<file path="src/rtl/multi_range_pipe_counter_if.sv">
// Control/result bundle for multi_range_pipe_counter.
// The master drives the counter controls; the slave (the counter) drives the channel outputs.
interface multi_range_pipe_counter_if #(
  parameter int unsigned WIDTH = 7,
  parameter int unsigned NCH   = 2
);
  logic                   en;
  logic                   dir;
  logic                   clr;
  logic                   load;
  logic [WIDTH-1:0]       load_val;
  logic [NCH*WIDTH-1:0]   cnt_o;
  logic                   wrap_o;
  logic                   valid_o;

  modport master (
    output en, dir, clr, load, load_val,
    input  cnt_o, wrap_o, valid_o
  );

  modport slave (
    input  en, dir, clr, load, load_val,
    output cnt_o, wrap_o, valid_o
  );
endinterface

</file>
<file path="src/rtl/multi_range_pipe_counter.sv">
// Base modulo-MOD up/down counter fanned out to NCH channels offset by k*MOD,
// delayed DEPTH cycles with an aligned wrap pulse and a pipeline-valid flag.
module multi_range_pipe_counter #(
  parameter int unsigned WIDTH = 7,
  parameter int unsigned MOD   = 50,
  parameter int unsigned NCH   = 2,
  parameter int unsigned DEPTH = 2
) (
  input logic                      clk,
  input logic                      rst,
  multi_range_pipe_counter_if.slave bus
);

  localparam logic [WIDTH-1:0] MaxVal = WIDTH'(MOD - 1);

  logic [WIDTH-1:0] b_q, b_d;
  logic             wrap_q, wrap_d;
  logic [WIDTH-1:0] pipe_q [DEPTH];
  logic             wrp_q  [DEPTH];
  logic [DEPTH:0]   vld_q;

  // Priority: clr > load > en > hold. Only an enabled wrap raises the flag.
  always_comb begin
    b_d    = b_q;
    wrap_d = 1'b0;
    if (bus.clr) begin
      b_d = '0;
    end else if (bus.load) begin
      b_d = (bus.load_val > MaxVal) ? MaxVal : bus.load_val;
    end else if (bus.en) begin
      if (!bus.dir) begin
        if (b_q == MaxVal) begin
          b_d    = '0;
          wrap_d = 1'b1;
        end else begin
          b_d = b_q + WIDTH'(1);
        end
      end else begin
        if (b_q == '0) begin
          b_d    = MaxVal;
          wrap_d = 1'b1;
        end else begin
          b_d = b_q - WIDTH'(1);
        end
      end
    end
  end

  // The delay line runs every cycle regardless of en; vld_q has one extra stage
  // because the first valid base value appears one edge after reset releases.
  always_ff @(posedge clk) begin
    if (rst) begin
      b_q    <= '0;
      wrap_q <= 1'b0;
      vld_q  <= '0;
      for (int i = 0; i < DEPTH; i++) begin
        pipe_q[i] <= '0;
        wrp_q[i]  <= 1'b0;
      end
    end else begin
      b_q       <= b_d;
      wrap_q    <= wrap_d;
      vld_q     <= {vld_q[DEPTH-1:0], 1'b1};
      pipe_q[0] <= b_q;
      wrp_q[0]  <= wrap_q;
      for (int i = 1; i < DEPTH; i++) begin
        pipe_q[i] <= pipe_q[i-1];
        wrp_q[i]  <= wrp_q[i-1];
      end
    end
  end

  for (genvar k = 0; k < NCH; k++) begin : g_ch
    assign bus.cnt_o[k*WIDTH +: WIDTH] = pipe_q[DEPTH-1] + WIDTH'(k * MOD);
  end

  assign bus.wrap_o  = wrp_q[DEPTH-1];
  assign bus.valid_o = vld_q[DEPTH];

endmodule
</file>
<file path="src/flat_wrapper.sv">
// flat-port wrapper written by rule: the top's interface ports become plain ports
module multi_range_pipe_counter_flat 
#(
  parameter int unsigned WIDTH = 7,
  parameter int unsigned MOD   = 50,
  parameter int unsigned NCH   = 2,
  parameter int unsigned DEPTH = 2
)
  (clk, rst, bus_en, bus_dir, bus_clr, bus_load, bus_load_val, bus_cnt_o, bus_wrap_o, bus_valid_o);
  multi_range_pipe_counter_if #(.WIDTH(WIDTH), .NCH(NCH)) bus_i ();
  input logic clk;
  input logic rst;
  input wire logic [$bits(bus_i.en)-1:0] bus_en;
  input wire logic [$bits(bus_i.dir)-1:0] bus_dir;
  input wire logic [$bits(bus_i.clr)-1:0] bus_clr;
  input wire logic [$bits(bus_i.load)-1:0] bus_load;
  input wire logic [$bits(bus_i.load_val)-1:0] bus_load_val;
  output wire logic [$bits(bus_i.cnt_o)-1:0] bus_cnt_o;
  output wire logic [$bits(bus_i.wrap_o)-1:0] bus_wrap_o;
  output wire logic [$bits(bus_i.valid_o)-1:0] bus_valid_o;
  assign bus_i.en = bus_en;
  assign bus_i.dir = bus_dir;
  assign bus_i.clr = bus_clr;
  assign bus_i.load = bus_load;
  assign bus_i.load_val = bus_load_val;
  assign bus_cnt_o = bus_i.cnt_o;
  assign bus_wrap_o = bus_i.wrap_o;
  assign bus_valid_o = bus_i.valid_o;
  multi_range_pipe_counter #(.WIDTH(WIDTH), .MOD(MOD), .NCH(NCH), .DEPTH(DEPTH)) u_core (.clk(clk), .rst(rst), .bus(bus_i));
endmodule
</file>
<file path="config.mk">
export PLATFORM = sky130hd
export DESIGN_NAME = multi_range_pipe_counter_flat
export DESIGN_NICKNAME = d
export VERILOG_FILES = /design/src/rtl/multi_range_pipe_counter_if.sv /design/src/rtl/multi_range_pipe_counter.sv /design/src/flat_wrapper.sv
export SDC_FILE = /design/constraint.sdc
export NUM_CORES = 1
export LEC_CHECK = 0
export ABC_AREA = 1
export BUFFER_PORTS_ARGS = -buffer_cell sky130_fd_sc_hd__buf_4
export CAP_MARGIN = 10
export CORE_MARGIN = 2
export CORE_UTILIZATION = 23
export CTS_CLUSTER_SIZE = 8
export DETAILED_ROUTE_END_ITERATION = 10
export HOLD_SLACK_MARGIN = 0.05
export PLACE_DENSITY = 0.44
export SLEW_MARGIN = 20
export SYNTH_ARGS = -nofsm -noshare
export SYNTH_HDL_FRONTEND = slang
export SYNTH_SLANG_ARGS = --single-unit
</file>
<file path="constraint.sdc">
create_clock -name clk -period 1.3 [get_ports clk]
set_clock_uncertainty 0.1 [all_clocks]
set_input_delay 0 -clock clk [delete_from_list [all_inputs] [get_ports clk]]
set_output_delay 0 -clock clk [all_outputs]
set_load 0.005 [all_outputs]
</file>
### Word-level counts from Yosys, hierarchy flattened

Memory sizes are Yosys's and may differ from the RTL's.
Cells that the tools add are included.

* flip-flop bits (word level): 11
* memory bits (writable): 16
* input port bits: 13
* output and inout port bits: 16
* logic and storage cells: 37
* memories kept: 2

* add/subtract/negate cells: 3
* order comparisons: 1
* equal/unequal tests: 1
* multiplexer cells: 17
* bitwise logic cells: 5
* reduce and logical (&&, ||, !) cells: 4

Memories
* u_core.pipe_q: words 2, bits a word 7, rd ports 2, clocked after memory_dff 0, wr ports 2, RTL line multi_range_pipe_counter.sv:18 `logic [WIDTH-1:0] pipe_q [DEPTH];`
* u_core.wrp_q: words 2, bits a word 1, rd ports 2, clocked after memory_dff 0, wr ports 2, RTL line multi_range_pipe_counter.sv:19 `logic wrp_q [DEPTH];`

Operators with widths (count)
* 7-bit 2-to-1 mux: 8
* 1-bit 2-to-1 mux: 9
* 7-bit by 1-bit adder with 7-bit output, second input constant: 1
* 7-bit by 6-bit adder with 7-bit output, second input constant: 1
* 7-bit by 6-bit == test with 1-bit output, second input constant: 1
* 7-bit by 6-bit > comparator with 1-bit output, second input constant: 1
* 7-bit logical NOT: 1
* 7-bit by 1-bit subtractor with 7-bit output, second input constant: 1
* 1-bit OR: 4
* 4-bit OR reduction: 1
* 2-bit nonzero test: 1
* 2-bit OR reduction: 1
* 1-bit NOT: 1

### Logic depth before layout (Yosys ltp)

Gate-level depths: netlist (run 1).

* depth after elaboration: 5
* mapped depth: 10
* depth with buffers taken out: 10

### Worst setup path after synthesis (run 1)

Ideal clock, no wire load.

* path kind: register to register
* start: register u_core.b_q[0]
* end: register u_core.b_q[6]
* setup time: 0.070 ns
* data arrival time: 1.262 ns
* required time: 1.130 ns
* path slack: -0.132 ns
* stages on the path, launching flop included: 10
* path buffers: 0
* clock period less this slack: 1.432 ns
* cells stage by stage: dfxtp_1 inv_1 ha_1 nand2_1 nor2_4 nor2_2 nand3_1 nand2_1 nand2_1 a21oi_1

* longest elaborated chain between the ends: 5
* elaborated cells between the ends (all ways): 9
* classes of those cells: add/sub: 2; eq/ne: 1; mux: 5; reduce/logical: 1

Ends and longest elaborated chain
* from (decl): RTL line multi_range_pipe_counter.sv:16 `logic [WIDTH-1:0] b_q, b_d;`
* from (signal assigned): RTL line multi_range_pipe_counter.sv:53 `b_q <= '0;`
* from (signal assigned): RTL line multi_range_pipe_counter.sv:61 `b_q <= b_d;`
* 7-bit by 1-bit adder with 7-bit output, or another cell as far along: RTL line multi_range_pipe_counter.sv:36 `b_d = b_q + WIDTH'(1);`
* 7-bit 2-to-1 mux (on tied branches): RTL line multi_range_pipe_counter.sv:32, multi_range_pipe_counter.sv:39
* 7-bit 2-to-1 mux (*): RTL line multi_range_pipe_counter.sv:31 `if (!bus.dir) begin`
* 7-bit 2-to-1 mux (*): RTL line multi_range_pipe_counter.sv:30 `end else if (bus.en) begin`
* 7-bit 2-to-1 mux (*): RTL line multi_range_pipe_counter.sv:28 `end else if (bus.load) begin`

Every way passes the cells marked *; elsewhere a longest branch is shown, timed or not. The select of a mux whose other input is x is not followed.
A chain may end at the register's enable or synchronous reset.

==> results of run 1 <==
[synth_stat cells]
cell	count	area share, %
xnor2_1	1	0.61
dfxtp_1	27	38
nor2_8	1	1.4
inv_2	2	0.53
nor2_4	1	0.79
o211ai_1	1	0.53
a21oi_1	9	3.2
nand4_1	2	0.88
nand3_1	16	5.6
nand3b_1	1	0.53
o21ai_1	2	0.70
o21bai_1	1	0.53
o22ai_1	2	0.88
o21ai_0	3	1.1
ha_1	5	4.4
buf_4	9	4.7
or3b_1	1	0.61
buf_6	1	0.79
xor2_1	7	4.3
nor2_2	3	1.3
nor4_1	1	0.44
nand2_2	2	0.88
nor2_1	31	8.1
clkbuf_1	2	0.53
inv_1	30	7.9
nand2_1	42	11
[layer usage]
layer	up-vias	global-route usage, %	wire, µm
met4	0	2.235	28
met3	6	1.590	172
met2	31	18.26	1679
met1	597	11.99	1552
li1	733	-	-
met5	-	0	0
[worst max-delay path, stage by stage (launching register included)]
cell and delay, ns:
dfxtp_1 0.38, or3b_4 0.41, xor2_1 0.14, buf_4 0.13
[cell usage in the layout (no fill, tap or decap), types with 4 or more instances in the layout]
cell type,Yosys,final
a21oi_1,9,5
a21oi_2,0,4
buf_4,9,54
dfxtp_1,27,20
dfxtp_2,0,4
dlygate4sd3_1,0,10
inv_1,30,28
nand2_1,42,39
nand3_1,16,11
nand3_2,0,4
nor2_1,31,28
nor2_2,3,4
xor2_1,7,6
[final timing paths]
check / from / to / depth (start not counted) / slack (ns)
max reg2reg: u_core.b_q[1] / u_core.b_q[2] / 9 / -0.10
min reg2reg: u_core.pipe_q[0][3] / u_core.pipe_q[0][10] / 2 / 0.30
max: u_core.pipe_q[0][11] / bus_cnt_o[13] / 3 / -0.13
min: bus_load_val[6] / u_core.b_q[4] / 5 / 0.05
[timing repair]
item / in CTS / in global routing
endpoints found under the setup margin: 10 / 10
pin swaps: 13 / 7
buffers inserted: 8 / 1
endpoints found under the hold margin: 27 / 0
gates resized for setup: 28 / 16
hold buffers: 10 / 0
[metrics by stage]
stage | cells | setup TNS (ns) | worst slack, ns | hold slack (ns) | instance area (µm²)
after global placement | 315 | -0.6323 | -0.1383 | 0.1736 | 1826
after floorplan | 203 | 0 | 0.01914 | 0.06888 | 1438
final | 337 | -0.4254 | -0.1269 | 0.04662 | 2182
after detailed placement | 315 | -0.4950 | -0.1185 | 0.1768 | 1826
after global routing | 337 | -1.429 | -0.1728 | 0.1030 | 2182
after CTS | 336 | -0.5329 | -0.1202 | 0.05193 | 2113
[cells by family after synthesis]
group / Yosys count / share of synthesized area [%]
xor+xnor: 8 / 4.904
compound gates: 18 / 6.830
fa+ha+maj: 5 / 4.378
buf+inv: 44 / 14.45
flops: 27 / 37.83
simple gates: 101 / 31.61
[flip-flops by register name, indices dropped and copies added (netlist names)]
name           flops
u_core.wrp_q       2
u_core.pipe_q     14
u_core.vld_q       3
u_core.b_q         7
u_core.wrap_q      1
[report_power, final]
group          internal [W]  leakage, nW  switching [W]  total (W)
logic              0.000183        0.745       0.000181   0.000365
registers          0.000845        0.224      0.0000216   0.000866
clock network      0.000220       0.0228       0.000257   0.000477
[area by class of cell]
class,count,area [µm²],share of cell area (%)
inverter,32,130.1,5.963
clock buffer,4,45.04,2.064
multi-input combinational,132,817.0,37.44
tap,75,93.84,4.300
timing repair buffer,67,539.3,24.71
sequential,27,556.8,25.52
==> results_dict.tcl, run 1 <==
set metrics [dict create \
    status "finished, violations left" \
    failed_checks "negative setup slack" \
    slew_headroom_pct 83.92 \
    syn2layout_area_growth_pct 52.71 \
    clockRootBuffer "clkbuf_8" \
    grt_pass1_vias 1322 \
    io_buffer_count 28 \
    cts_tree "built" \
    p_leak_nw 0.9919 \
    syn_area_mm2 0.001429 \
    cts_buffers 3 \
    remaining_drc_errors 0 \
    track_usage_pct 9.900 \
    initial_core_util_pct 23.99 \
    antenna_found_initial 0 \
    drv_slew 0 \
    die_height_um 82.82 \
    end_kind "primary output" \
    clock-sinks 27 \
    syn_inst 203 \
    rows 28 \
    yosysWarnings 0 \
    final-setup-viol-count 8 \
    syn_nets 221 \
    wl_um 3433 \
    core_area_mm2 0.005956 \
    fin_util_pct 36.64 \
    tightest_slew_ns 0.2390 \
    fill_cells 628 \
    drt_first_pass_iters 4 \
    max-cap-violations 0 \
    h-tree-depth 1 \
    ioPinCount 29 \
    fmax_mhz 700.8 \
    dp_hpwl_um 2622 \
    nets 281 \
    p_per_area_mw_per_mm2 782.7 \
    hp-class "in2reg" \
    rsz0062_at_grt "yes" \
    grt_max_degree 21 \
    via_count 1367 \
    p_total_w 0.001708 \
    antenna_cells 0 \
    routedWlPerCell_um 10.19 \
    ant_nets 0 \
    cts.reportedPaths.clkPinSlew_ns 0.09 \
    clkLatencyLatePin_ns 0.27 \
    globalRouteOverflowTotal 0 \
    crit_type "reg2out" \
    ys_seq_area_share_pct 37.83 \
    ir_worst_vdd_mv 0.3605 \
    syn_avg_cell_area_um2 7.039 \
    floorplan.die.width_um 82.82 \
    arrival_ns 1.33 \
    grt_pass1_wl_um 5671 \
    cp.required_ns 1.20 \
    cts_buffer_depth 2 \
    fin_crit_sh_pct 109.8 \
    fin_crit_ns 1.427 \
    ys_types 26 \
    dieArea_mm2 0.006859 \
    synth_seq_cells 27 \
    drtIter0Drc 51 \
    worstPathMaxFanout 4 \
    detail_route.vias_per_cell 4.056 \
    layout-drive-gt1-share_pct 38.17 \
    cp-start-kind "flip-flop" \
    place.gp.congestion 0.8257 \
    fin_ws_ns -0.1269 \
    hold_viol 0 \
]
(Power assumes the default switching activity.)
==> inputs of run 2 (changes only) <==
- MAX_ROUTING_LAYER: not set -> met4
==> run 2 against run 1 <==
Compared with the run above: sequential power about the same; cell count unchanged; the flow still finishes with violations (negative setup slack); clock power about the same; setup slack worse by 0.0025 ns; power about the same.
==> results_dict.tcl, run 2 (synthesized netlist as in run 1, its figures left out) <==
set metrics [dict create \
    io_buffer_count 28 \
    rows 28 \
    via_count 1368 \
    cp-start-kind "flip-flop" \
    p_per_area_mw_per_mm2 784.7 \
    startpoint "u_core.pipe_q[0][11]" \
    track_usage_pct 10.20 \
    floorplan.die.width_um 82.82 \
    grt_max_degree 21 \
    r2r_slack_ns -0.10 \
    cts_buffer_depth 2 \
    wl_um 3436 \
    largest_reg_flops 14 \
    fin_ws_ns -0.1294 \
    grt_pass1_vias 1322 \
    hp-class "in2reg" \
    nets 281 \
    arrival_ns 1.33 \
    clock-sinks 27 \
    final_common_cell "buf_4" \
    largest_registers "u_core.pipe_q x14, u_core.b_q x7, u_core.vld_q x3" \
    antenna_cells 0 \
    dieArea_mm2 0.006859 \
    remaining_drc_errors 0 \
    drt_first_pass_iters 4 \
    placedInstanceArea_mm2 0.001826 \
    crit_type "reg2out" \
    post-place-cells 315 \
    p_leak_nw 0.9907 \
    fin_util_pct 36.55 \
    most-common-layout-cells "buf_4, nand2_1, inv_1, nor2_1, dfxtp_1" \
    routedWlPerCell_um 10.20 \
    hold_viol 0 \
    largest_register "u_core.pipe_q" \
    cp.required_ns 1.20 \
    ioPinCount 29 \
    worstPathMaxFanout 4 \
    die_height_um 82.82 \
    dp_hpwl_um 2622 \
    max-cap-violations 0 \
    slew_headroom_pct 83.88 \
    clkLatencyLatePin_ns 0.27 \
    cts_tree "built" \
    core_area_mm2 0.005956 \
    antenna_found_initial 0 \
    instances_no_fill 337 \
    status "finished, violations left" \
    fmax_mhz 699.6 \
    fin_crit_sh_pct 110.0 \
    final-setup-viol-count 9 \
    reg2regPathDepth 9 \
    syn2layout_area_growth_pct 52.36 \
    cts.reportedPaths.clkPinSlew_ns 0.09 \
    grt_pass1_wl_um 5678 \
    failed_checks "negative setup slack" \
    rr_startpoint "u_core.b_q[1]" \
    detail_route.vias_per_cell 4.059 \
    r2r_end "u_core.b_q[2]" \
    place.gp.congestion 0.8382 \
    layout-drive-gt1-share_pct 38.17 \
    tightest_slew_ns 0.2396 \
    rsz0062_at_grt "yes" \
    cts_buffers 3 \
    end_kind "primary output" \
    globalRouteOverflowTotal 0 \
    crit_end "bus_cnt_o[13]" \
    ir_worst_vdd_mv 0.3605 \
    initial_core_util_pct 23.99 \
    design_area_mm2 0.002177 \
    fin_crit_ns 1.429 \
    clockRootBuffer "clkbuf_8" \
    drtIter0Drc 49 \
    hold_slack_ns 0.04487 \
    drv_slew 0 \
    ant_nets 0 \
    h-tree-depth 1 \
]
==> run 2: cell counts in the layout (fill, tap and decap cells not counted) <==
No cell type changed its count.
==> run 2: cell type report <==
cell class                      instances  area (µm²)
Fill cell                             629        3779
Inverter                               32       130.1
Timing Repair Buffer                   67       539.3
Multi-Input combinational cell        132       812.0
Tap cell                               75       93.84
Clock buffer                            4       45.04
Sequential cell                        27       556.8
==> run 2: per-layer routing <==
layer	wire length (µm)	global-route usage (%)	part of all wire, %
met2	1682	18.26	49
met5	0	-	0
met4	29	2.235	0.84
met1	1551	12.05	45
met3	172	1.590	5.0
==> run 2: critical path, stage by stage, from the launching register on <==
cell	delay (ns)
dfxtp_1	0.38
or3b_4	0.41
xor2_1	0.14
buf_4	0.13
==> run 2: power breakdown <==
group,internal (W),switching [W],leakage (nW),total [W]
logic,0.000182,0.000180,0.744,0.000362
clock network,0.000220,0.000261,0.0228,0.000480
registers,0.000845,0.0000216,0.224,0.000866
==> run 2: through the flow <==
stage / power, W / TNS, ns / setup WS, ns
floorplan: 0.001059 / 0 / 0.01914
global placement: 0.001188 / -0.6323 / -0.1383
detailed placement: 0.001187 / -0.4950 / -0.1185
CTS: 0.001717 / -0.5329 / -0.1202
global route: 0.001803 / -1.430 / -0.1713
finish: 0.001708 / -0.4253 / -0.1294
==> run 2: how the worst min path moves through the flow <==
stage                    start            end  cells after the start
2_1_floorplan          bus_clr  u_core.b_q[5]                      3
3_5_place_dp           bus_clr  u_core.b_q[5]                      4
5_1_grt        bus_load_val[6]  u_core.b_q[4]                      5
6_report       bus_load_val[6]  u_core.b_q[4]                      5
3_3_place_gp           bus_clr  u_core.b_q[5]                      4
4_1_cts        bus_load_val[6]  u_core.b_q[4]                      5
==> run 2: what timing repair did <==
item | CTS | global route
hold buffers | 10 | 0
buffers inserted | 8 | 1
pin swaps | 13 | 7
hold endpoints to repair | 27 | 0
resized for setup | 28 | 15
endpoints found under the setup margin | 10 | 10
